`config.mk`:
```
export PLATFORM = sky130hd
export DESIGN_NAME = pipe_hazard_ctrl
export DESIGN_NICKNAME = d
export VERILOG_FILES = /design/src/rtl/pipe_ctrl_pkg.sv /design/src/rtl/pipe_redirect_reg.sv /design/src/rtl/pipe_hazard_ctrl.sv
export SDC_FILE = /design/constraint.sdc
export NUM_CORES = 1
export LEC_CHECK = 0
export ABC_AREA = 1
export CORE_MARGIN = 1.5
export CORE_UTILIZATION = 43
export CTS_BUF_LIST = sky130_fd_sc_hd__clkbuf_2 sky130_fd_sc_hd__clkbuf_4 sky130_fd_sc_hd__clkbuf_8
export CTS_CLUSTER_DIAMETER = 100
export CTS_CLUSTER_SIZE = 25
export DETAILED_ROUTE_END_ITERATION = 12
export PLACE_DENSITY = 0.92
export SLEW_MARGIN = 0
export SYNTH_ARGS = -nofsm -noshare
export SYNTH_HDL_FRONTEND = slang
export SYNTH_SLANG_ARGS = --single-unit
```
`constraint.sdc`:
```
create_clock -name clk_i -period 4.9 [get_ports clk_i]
set_input_delay 1.47 -clock clk_i [delete_from_list [all_inputs] [get_ports clk_i]]
set_output_delay 1.47 -clock clk_i [all_outputs]
set_load 0.02 [all_outputs]
```
`src/rtl/pipe_ctrl_pkg.sv`:
```
// Shared constants for the pipeline hazard controller: stage indices,
// the NOP encoding loaded on a bubble, and the PC width.
package pipe_ctrl_pkg;

    localparam int STG_IF  = 0;
    localparam int STG_ID  = 1;
    localparam int STG_EX  = 2;
    localparam int STG_MEM = 3;
    localparam int STG_WB  = 4;

    localparam int PC_W = 32;

    // addi x0, x0, 0
    localparam logic [31:0] NOP_INSN = 32'h0000_0013;

endpackage

```
`src/rtl/pipe_redirect_reg.sv`:
```
// Registered redirect toward fetch: a new load always wins over the
// ready handshake and overwrites any PC still pending.
module pipe_redirect_reg
    import pipe_ctrl_pkg::*;
(
    input  logic            clk_i,
    input  logic            rst_i,
    input  logic            load_i,
    input  logic [PC_W-1:0] pc_i,
    input  logic            ready_i,
    output logic            valid_o,
    output logic [PC_W-1:0] pc_o
);

    logic            valid_q, valid_d;
    logic [PC_W-1:0] pc_q, pc_d;

    always_comb begin
        valid_d = valid_q;
        pc_d    = pc_q;
        if (load_i) begin
            valid_d = 1'b1;
            pc_d    = pc_i;
        end else if (valid_q && ready_i) begin
            valid_d = 1'b0;
        end
    end

    always_ff @(posedge clk_i) begin
        if (rst_i) begin
            valid_q <= 1'b0;
            pc_q    <= '0;
        end else begin
            valid_q <= valid_d;
            pc_q    <= pc_d;
        end
    end

    assign valid_o = valid_q;
    assign pc_o    = pc_q;

endmodule

```
`src/rtl/pipe_hazard_ctrl.sv`:
```
// Merges stall, multi-cycle bubble and flush requests into per-stage
// stall/bubble/flush controls; owns the fetch redirect and perf counters.
module pipe_hazard_ctrl
    import pipe_ctrl_pkg::*;
#(
    parameter int STAGES    = 5,
    parameter int BUB_STAGE = STG_ID,
    parameter int BUB_W     = 3,
    parameter int CNT_W     = 32
) (
    input  logic                   clk_i,
    input  logic                   rst_i,
    input  logic [STAGES-1:0]      stallreq_i,
    input  logic                   bub_req_i,
    input  logic [BUB_W-1:0]       bub_len_i,
    input  logic [STAGES-1:0]      flushreq_i,
    input  logic [STAGES*PC_W-1:0] flush_pc_i,
    input  logic                   redir_ready_i,
    output logic [STAGES-1:0]      stall_o,
    output logic [STAGES-1:0]      bubble_o,
    output logic [STAGES-1:0]      flush_o,
    output logic                   redir_valid_o,
    output logic [PC_W-1:0]        redir_pc_o,
    output logic [CNT_W-1:0]       stall_cnt_o,
    output logic [CNT_W-1:0]       flush_cnt_o
);

    localparam int IDX_W = (STAGES > 1) ? $clog2(STAGES) : 1;
    localparam logic [IDX_W-1:0] BUB_IDX = IDX_W'(BUB_STAGE);

    function automatic logic [IDX_W-1:0] msb_idx(input logic [STAGES-1:0] v);
        logic [IDX_W-1:0] idx;
        idx = '0;
        for (int i = 0; i < STAGES; i++)
            if (v[i]) idx = IDX_W'(i);
        return idx;
    endfunction

    logic [BUB_W-1:0]  bub_cnt_q, bub_cnt_d;
    logic [CNT_W-1:0]  stall_cnt_q, stall_cnt_d;
    logic [CNT_W-1:0]  flush_cnt_q, flush_cnt_d;
    logic [STAGES-1:0] eff_req;
    logic [IDX_W-1:0]  src_idx, flush_idx;
    logic              src_hit, flush_hit, flush_acc;
    logic              redir_valid;
    logic [PC_W-1:0]   sel_pc;

    // An active bubble and an unacknowledged redirect behave like stall
    // requests from ID and IF respectively.
    always_comb begin
        eff_req = stallreq_i;
        if (bub_cnt_q != '0 || bub_req_i) eff_req[BUB_STAGE] = 1'b1;
        if (redir_valid && !redir_ready_i) eff_req[0] = 1'b1;
    end

    assign src_hit   = |eff_req;
    assign src_idx   = msb_idx(eff_req);
    assign flush_hit = |flushreq_i;
    assign flush_idx = msb_idx(flushreq_i);
    assign flush_acc = !rst_i && flush_hit && !(src_hit && src_idx >= flush_idx);

    always_comb begin
        stall_o  = '0;
        bubble_o = '0;
        flush_o  = '0;
        sel_pc   = '0;
        for (int k = 0; k < STAGES; k++) begin
            if (!rst_i) begin
                if (src_hit && IDX_W'(k) <= src_idx) stall_o[k] = 1'b1;
                if (src_hit && k > 0 && IDX_W'(k - 1) == src_idx) bubble_o[k] = 1'b1;
                if (flush_acc && IDX_W'(k) < flush_idx) begin
                    flush_o[k]  = 1'b1;
                    stall_o[k]  = 1'b0;
                    bubble_o[k] = 1'b0;
                end
            end
            if (IDX_W'(k) == flush_idx) sel_pc = flush_pc_i[k*PC_W +: PC_W];
        end
    end

    always_comb begin
        if (flush_acc && flush_idx >= BUB_IDX)
            bub_cnt_d = '0;
        else if (bub_cnt_q != '0)
            bub_cnt_d = bub_cnt_q - BUB_W'(1);
        else if (bub_req_i)
            bub_cnt_d = (bub_len_i == '0) ? '0 : bub_len_i - BUB_W'(1);
        else
            bub_cnt_d = bub_cnt_q;

        stall_cnt_d = stall_cnt_q + CNT_W'(stall_o[0]);
        flush_cnt_d = flush_cnt_q + CNT_W'(flush_acc);
    end

    always_ff @(posedge clk_i) begin
        if (rst_i) begin
            bub_cnt_q   <= '0;
            stall_cnt_q <= '0;
            flush_cnt_q <= '0;
        end else begin
            bub_cnt_q   <= bub_cnt_d;
            stall_cnt_q <= stall_cnt_d;
            flush_cnt_q <= flush_cnt_d;
        end
    end

    pipe_redirect_reg u_redir (
        .clk_i   (clk_i),
        .rst_i   (rst_i),
        .load_i  (flush_acc),
        .pc_i    (sel_pc),
        .ready_i (redir_ready_i),
        .valid_o (redir_valid),
        .pc_o    (redir_pc_o)
    );

    assign redir_valid_o = redir_valid;
    assign stall_cnt_o   = stall_cnt_q;
    assign flush_cnt_o   = flush_cnt_q;

endmodule
```
---- Yosys cells after proc, flatten, opt, wreduce, memory -nomap -nowiden ----
Index checks and enable logic that the tools add are counted.
storage, ports and cells
  output and inout bits ................... 112
  bits of input ports ..................... 177
  logic and storage cells ................. 118
  register bits ........................... 100
cells by class
  add/subtract/negate cells ............... 4
  muxes and demuxes ....................... 57
  order comparisons ....................... 12
  reductions and logical operators ........ 33
  eq/ne operators ......................... 7
operators with widths
  operator               number
  $mux W32               5
  $add A32 B1 Y32        2
  $mux W1                43
  $mux W3                7
  $logic_and A1 B1 Y1    20
  $eq A2 B3 Y1 const A   4
  $reduce_or A5 Y1       2
  $logic_not A3 Y1       3
  $eq A1 B3 Y1 const A   2
  $le A1 B3 Y1 const A   2
  $le A2 B3 Y1 const A   2
  $lt A1 B3 Y1 const A   2
  $lt A2 B3 Y1 const A   2
  $sub A3 B1 Y3 const B  2
  $mux W2                2
  $reduce_bool A2 Y1     2
  $eq A3 B3 Y1 const A   1
  $ge A3 B1 Y1 const B   1
  $ge A3 B3 Y1           1
  $le A3 B3 Y1 const A   1
  $logic_not A1 Y1       3
  $lt A3 B3 Y1 const A   1
  $reduce_bool A3 Y1     1
  $reduce_or A2 Y1       1
  $logic_or A1 B1 Y1     1

---- Logic depth before layout (Yosys ltp) ----
  word-level depth ........................ 15
  mapped depth ............................ 24
  mapped depth without buffers ............ 24

---- Cells and area by module ----
From an unflattened synthesis, not the netlist that was laid out.
unflattened totals
  cells, all modules ...................... 1,039
  area total of the unflattened synthesis .. 6,561.3 um^2
by module, submodules not included
  module             sequential area each (um^2)  times used  cells each  area an instance (um^2)
  pipe_hazard_ctrl   1,341.3                      1           896         5,408.9
  pipe_redirect_reg  660.6                        1           143         1,152.4

---- Worst setup path after synthesis ----
OpenSTA, ideal clock, no wires.
  kind .................................... in2out
  from .................................... input flushreq_i[4]
  to ...................................... output stall_o[0]
  buffers on the path ..................... 3
  required time ........................... 3,430 ps
  stages .................................. 12
  arrival time ............................ 3,325 ps
  slack ................................... 105 ps
  cell sequence ........................... buf_6 > inv_1 > buf_4 > buf_2 > o21ai_0 > ha_1 > nand3b_1 > nand3_1 > nand2_2 > nand3_1 > nand2_1 > nor2_1
between the ends
  cells in the longest elaborated chain, start to end .. 8
  elaborated cells between the ends (all ways) .. 11
  classes of those cells .................. order compare: 2; mux: 3; reduce/logical: 6
ends and longest elaborated chain
  item                   line                    text
  from (decl)            pipe_hazard_ctrl.sv:16  input logic [STAGES-1:0] flushreq_i,
  $mux W3                pipe_hazard_ctrl.sv:35  if (v[i]) idx = IDX_W'(i);
  $ge A3 B3 Y1           pipe_hazard_ctrl.sv:60  assign flush_acc = !rst_i && flush_hit && !(src_hit && src_idx >= flush_idx);
  $logic_and A1 B1 Y1    pipe_hazard_ctrl.sv:60
  $logic_not A1 Y1       pipe_hazard_ctrl.sv:60
  $logic_and A1 B1 Y1    pipe_hazard_ctrl.sv:60
  $logic_and A1 B1 Y1 *  pipe_hazard_ctrl.sv:71  if (flush_acc && IDX_W'(k) < flush_idx) begin
  $mux W1 *              pipe_hazard_ctrl.sv:71
  $mux W1 *              pipe_hazard_ctrl.sv:68  if (!rst_i) begin
  to (decl)              pipe_hazard_ctrl.sv:19  output logic [STAGES-1:0] stall_o,
Every way passes the cells marked *; elsewhere a longest branch is shown, timed or not.

---- Worst setup path in the final report ----
  from .................................... input flushreq_i[3]
  to ...................................... output bubble_o[1]
between the ends
  cells in the longest elaborated chain, start to end .. 9
  elaborated cells between the ends (all ways) .. 12
  classes of those cells .................. order compare: 2; mux: 4; reduce/logical: 6
ends and longest elaborated chain
  item                   line                    text
  $mux W3 (2 in a row)   pipe_hazard_ctrl.sv:35
  $ge A3 B3 Y1           pipe_hazard_ctrl.sv:60
  $logic_and A1 B1 Y1    pipe_hazard_ctrl.sv:60
  $logic_not A1 Y1       pipe_hazard_ctrl.sv:60
  $logic_and A1 B1 Y1    pipe_hazard_ctrl.sv:60
  $logic_and A1 B1 Y1 *  pipe_hazard_ctrl.sv:71
  $mux W1 *              pipe_hazard_ctrl.sv:71
  $mux W1 *              pipe_hazard_ctrl.sv:68
  to (decl)              pipe_hazard_ctrl.sv:20  output logic [STAGES-1:0] bubble_o,
Marks and branches as above.

==> results.yml <==
hold_path:
  hp-class: "flip-flop to flip-flop"
  hold_end: "u_redir.pc_o[19]"
  holdPathStages: 2
  hp-start: "u_redir.pc_o[19]"
setup_path:
  cp.arrival_ns: 3.34
  r2r_end: "flush_cnt_o[18]"
  reg2reg_from: "bub_cnt_q[0]"
  critPathKind: "primary input to primary output"
  crit_path_max_fanout: 4
  worst_setup_path_end_kind: "primary output"
  crit_required_ns: 3.43
  rr_worst_depth: 25
  crit_path_start_kind: "primary input"
  r2r_slack_ns: 1.26
timing:
  finalMaxSlewViolations: 0
  fin_crit_sh_pct: 98.2
  setup_viol: 0
  fin_skew_ns: 0.0141
  fin_crit_ns: 4.81
  worst_pin_slew_ns: 1.05
  max_freq_ghz: 0.208
  slew-limit-headroom_pct: 29.6
  hold_viol_final: 0
placed_design:
  dpl.hpwl_mm: 18.1
  gp_congestion: 0.958
  placed_cells: 1507
  place_area_mm2: 0.00949
  portBuffers: 286
grt:
  antenna_found_initial: 1
  grt_pass1_wl_mm: 37.5
  overflow: 0
  grt_max_degree: 53
  grt_use_total_pct: 29.7
  grt_pass1_vias: 7819
yosys:
  ys_top_cells_by_count: "320 x nand2_1, 163 x nor2_1, 100 x dfxtp_1"
  yosysMostFrequentCell: "nand2_1"
  synth_top_cell_by_area: "dfxtp_1"
  synth-warning-count: 0
  yosysSeqAreaShare_pct: 31.7
  synth_top_flop_cell: "dfxtp_1"
  synth_top_area_share_pct: 31.7
  synth.area.top_cells: "dfxtp_1 32%, nand2_1 19%, nor2_1 9.7%"
  synth.avg_cell_area_um2: 6.11
  async_reset_ff_share_pct: 0
  ys_ff_latch: 100
  synth_edf_count: 0
  synth_area_mm2: 0.00632
  synthCells: 1035
  synth.distinct_cells: 34
routing:
  drt_wl_total_mm: 23.7
  ant_nets: 0
  drt-pass1-iter-count: 5
  wl_per_cell_um: 15.5
  drtIter0Drc: 595
  routed_via_density: 5.30
  vias: 8102
  drc: 0
floorplanning:
  io_pins: 289
  start_util_pct: 43.8
  die_h_um: 124
  fp.dieArea_mm2: 0.0154
  row_count: 44
  die_w_um: 124
  core_region_area_mm2: 0.0144
cts:
  clkTransAtPathRegs_ns: 0.09
  cts_max_path_buffers: 2
  cts_tree: "yes"
  worstSkewPairLatency_ns: 0.38
  numCtsBuffers: 9
  htree_levels: 3
  cts_hold_buf: 0
  ctsRootBufferMaster: "clkbuf_8"
  cts.sink_count: 100
finish:
  nNetsFinal: 1526
  finalInstanceArea_mm2: 0.00975
  finalNonFillerCells: 1528
  utilization_pct: 67.6
  syn2layout_area_growth_pct: 54.2
  drive_gt1_share_pct: 8.56
power_and_ir_drop:
  p_leak_nw: 3.74
  p_per_area_mw_per_mm2: 207
  ir_worst_vdd_uv: 121
job:
  max_cap_violations: 0
run_status:
  status: "finished, final reports clean"
critical path: stages:
cell             delay (ns)
clkdlybuf4s50_1        0.52
o21ai_1                0.08
ha_1                   0.17
a21oi_1                0.28
nand3_4                0.13
buf_4                  0.17
nand2_4                0.09
nand3_4                0.09
nand3_1                0.10
inv_1                  0.07
buf_4                  0.16
placed cells by master (no fill, tap or decap), types with 2 or more instances in the layout:
cell / n
a21oi_1: 47
buf_2: 10
buf_4: 51
buf_6: 2
clkbuf_8: 10
clkdlybuf4s50_1: 266
clkinv_2: 2
conb_1: 2
dfxtp_1: 100
dlygate4sd2_1: 3
dlymetal6s2s_1: 4
ha_1: 10
inv_1: 72
inv_2: 4
inv_6: 2
nand2_1: 316
nand2_2: 6
nand3_1: 93
nand3_2: 5
nand3_4: 2
nand3b_1: 19
nand4_1: 33
nor2_1: 162
nor2_2: 8
nor2_4: 3
nor3_1: 11
o21a_1: 3
o21ai_0: 52
o21ai_1: 19
or2_2: 3
xnor2_1: 6
xor2_1: 6
state kept, by name (all words and copies together), names as in the netlist:
| name | cells |
|---|---|
| flush_cnt_o | 32 |
| stall_cnt_o | 32 |
| u_redir.pc_o | 32 |
| bub_cnt_q | 3 |
| u_redir.valid_o | 1 |
per-stage QoR:
step,TNS (ns),hold WS [ns],total power [mW],setup WS [ns]
finish,0,0.475,2.02,0.0894
global route,-0.0534,0.488,2.11,-0.0277
CTS,-0.0109,0.476,2.02,-0.0109
detailed placement,-6.60,0.460,1.46,-0.678
global placement,-5.61,0.455,1.45,-0.593
floorplan,0,0.540,1.15,0.105
worst max-delay path by stage:
stage / from / endpoint / slack (ns) / cells past startpoint
floorplan: flushreq_i[4] / stall_o[0] / 0.11 / 12
global placement: bub_req_i / flush_o[2] / -0.59 / 15
detailed placement: bub_req_i / stall_o[0] / -0.68 / 17
CTS: bub_req_i / stall_o[0] / -0.01 / 17
global route: flushreq_i[2] / stall_o[1] / -0.03 / 13
finish: flushreq_i[3] / bubble_o[1] / 0.09 / 11
cells by family (layout without fill, tap and decap cells):
group / count (synthesis) / count (layout) / synth area share (%)
adder cells (fa/ha/maj): 11 / 11 / 2.18
AO/OA/AOI/OAI: 126 / 126 / 10.4
AND/OR/NAND/NOR: 663 / 663 / 45.1
buffers and inverters: 122 / 429 / 8.96
flip-flops: 100 / 100 / 31.7
other: 1 / 3 / 0.0593
XOR/XNOR: 12 / 12 / 1.66
what timing repair did:
item	4_1_cts	5_1_grt
pin swaps	4	7
setup buffers	2	2
endpoints found under the setup margin	12	11
gates resized for setup	50	19
cloned	0	0
per-layer routing:
metal	global-route usage, %	wire, µm	up-vias
met5	0	0	-
li1	-	-	3956
met3	7.04	1950	95
met4	17.9	1370	0
met2	52.9	11700	418
met1	31.6	8700	3633
layout make-up:
class,instances,area [µm²]
tap,184,230
fill,1260,4670
inverter,76,285
sequential,100,2000
multi-input combinational,814,3830
clock inverter,5,57.6
timing repair buffer,337,3200
clock buffer,11,145
antenna,1,2.50
power by group:
group	total (mW)	leakage (nW)	switching, mW	internal, mW
Combinational	0.578	2.82	0.285	0.293
Clock	0.565	0.108	0.306	0.258
Sequential	0.877	0.812	0.0239	0.853
No activity file was read; power rests on OpenSTA's default activity.
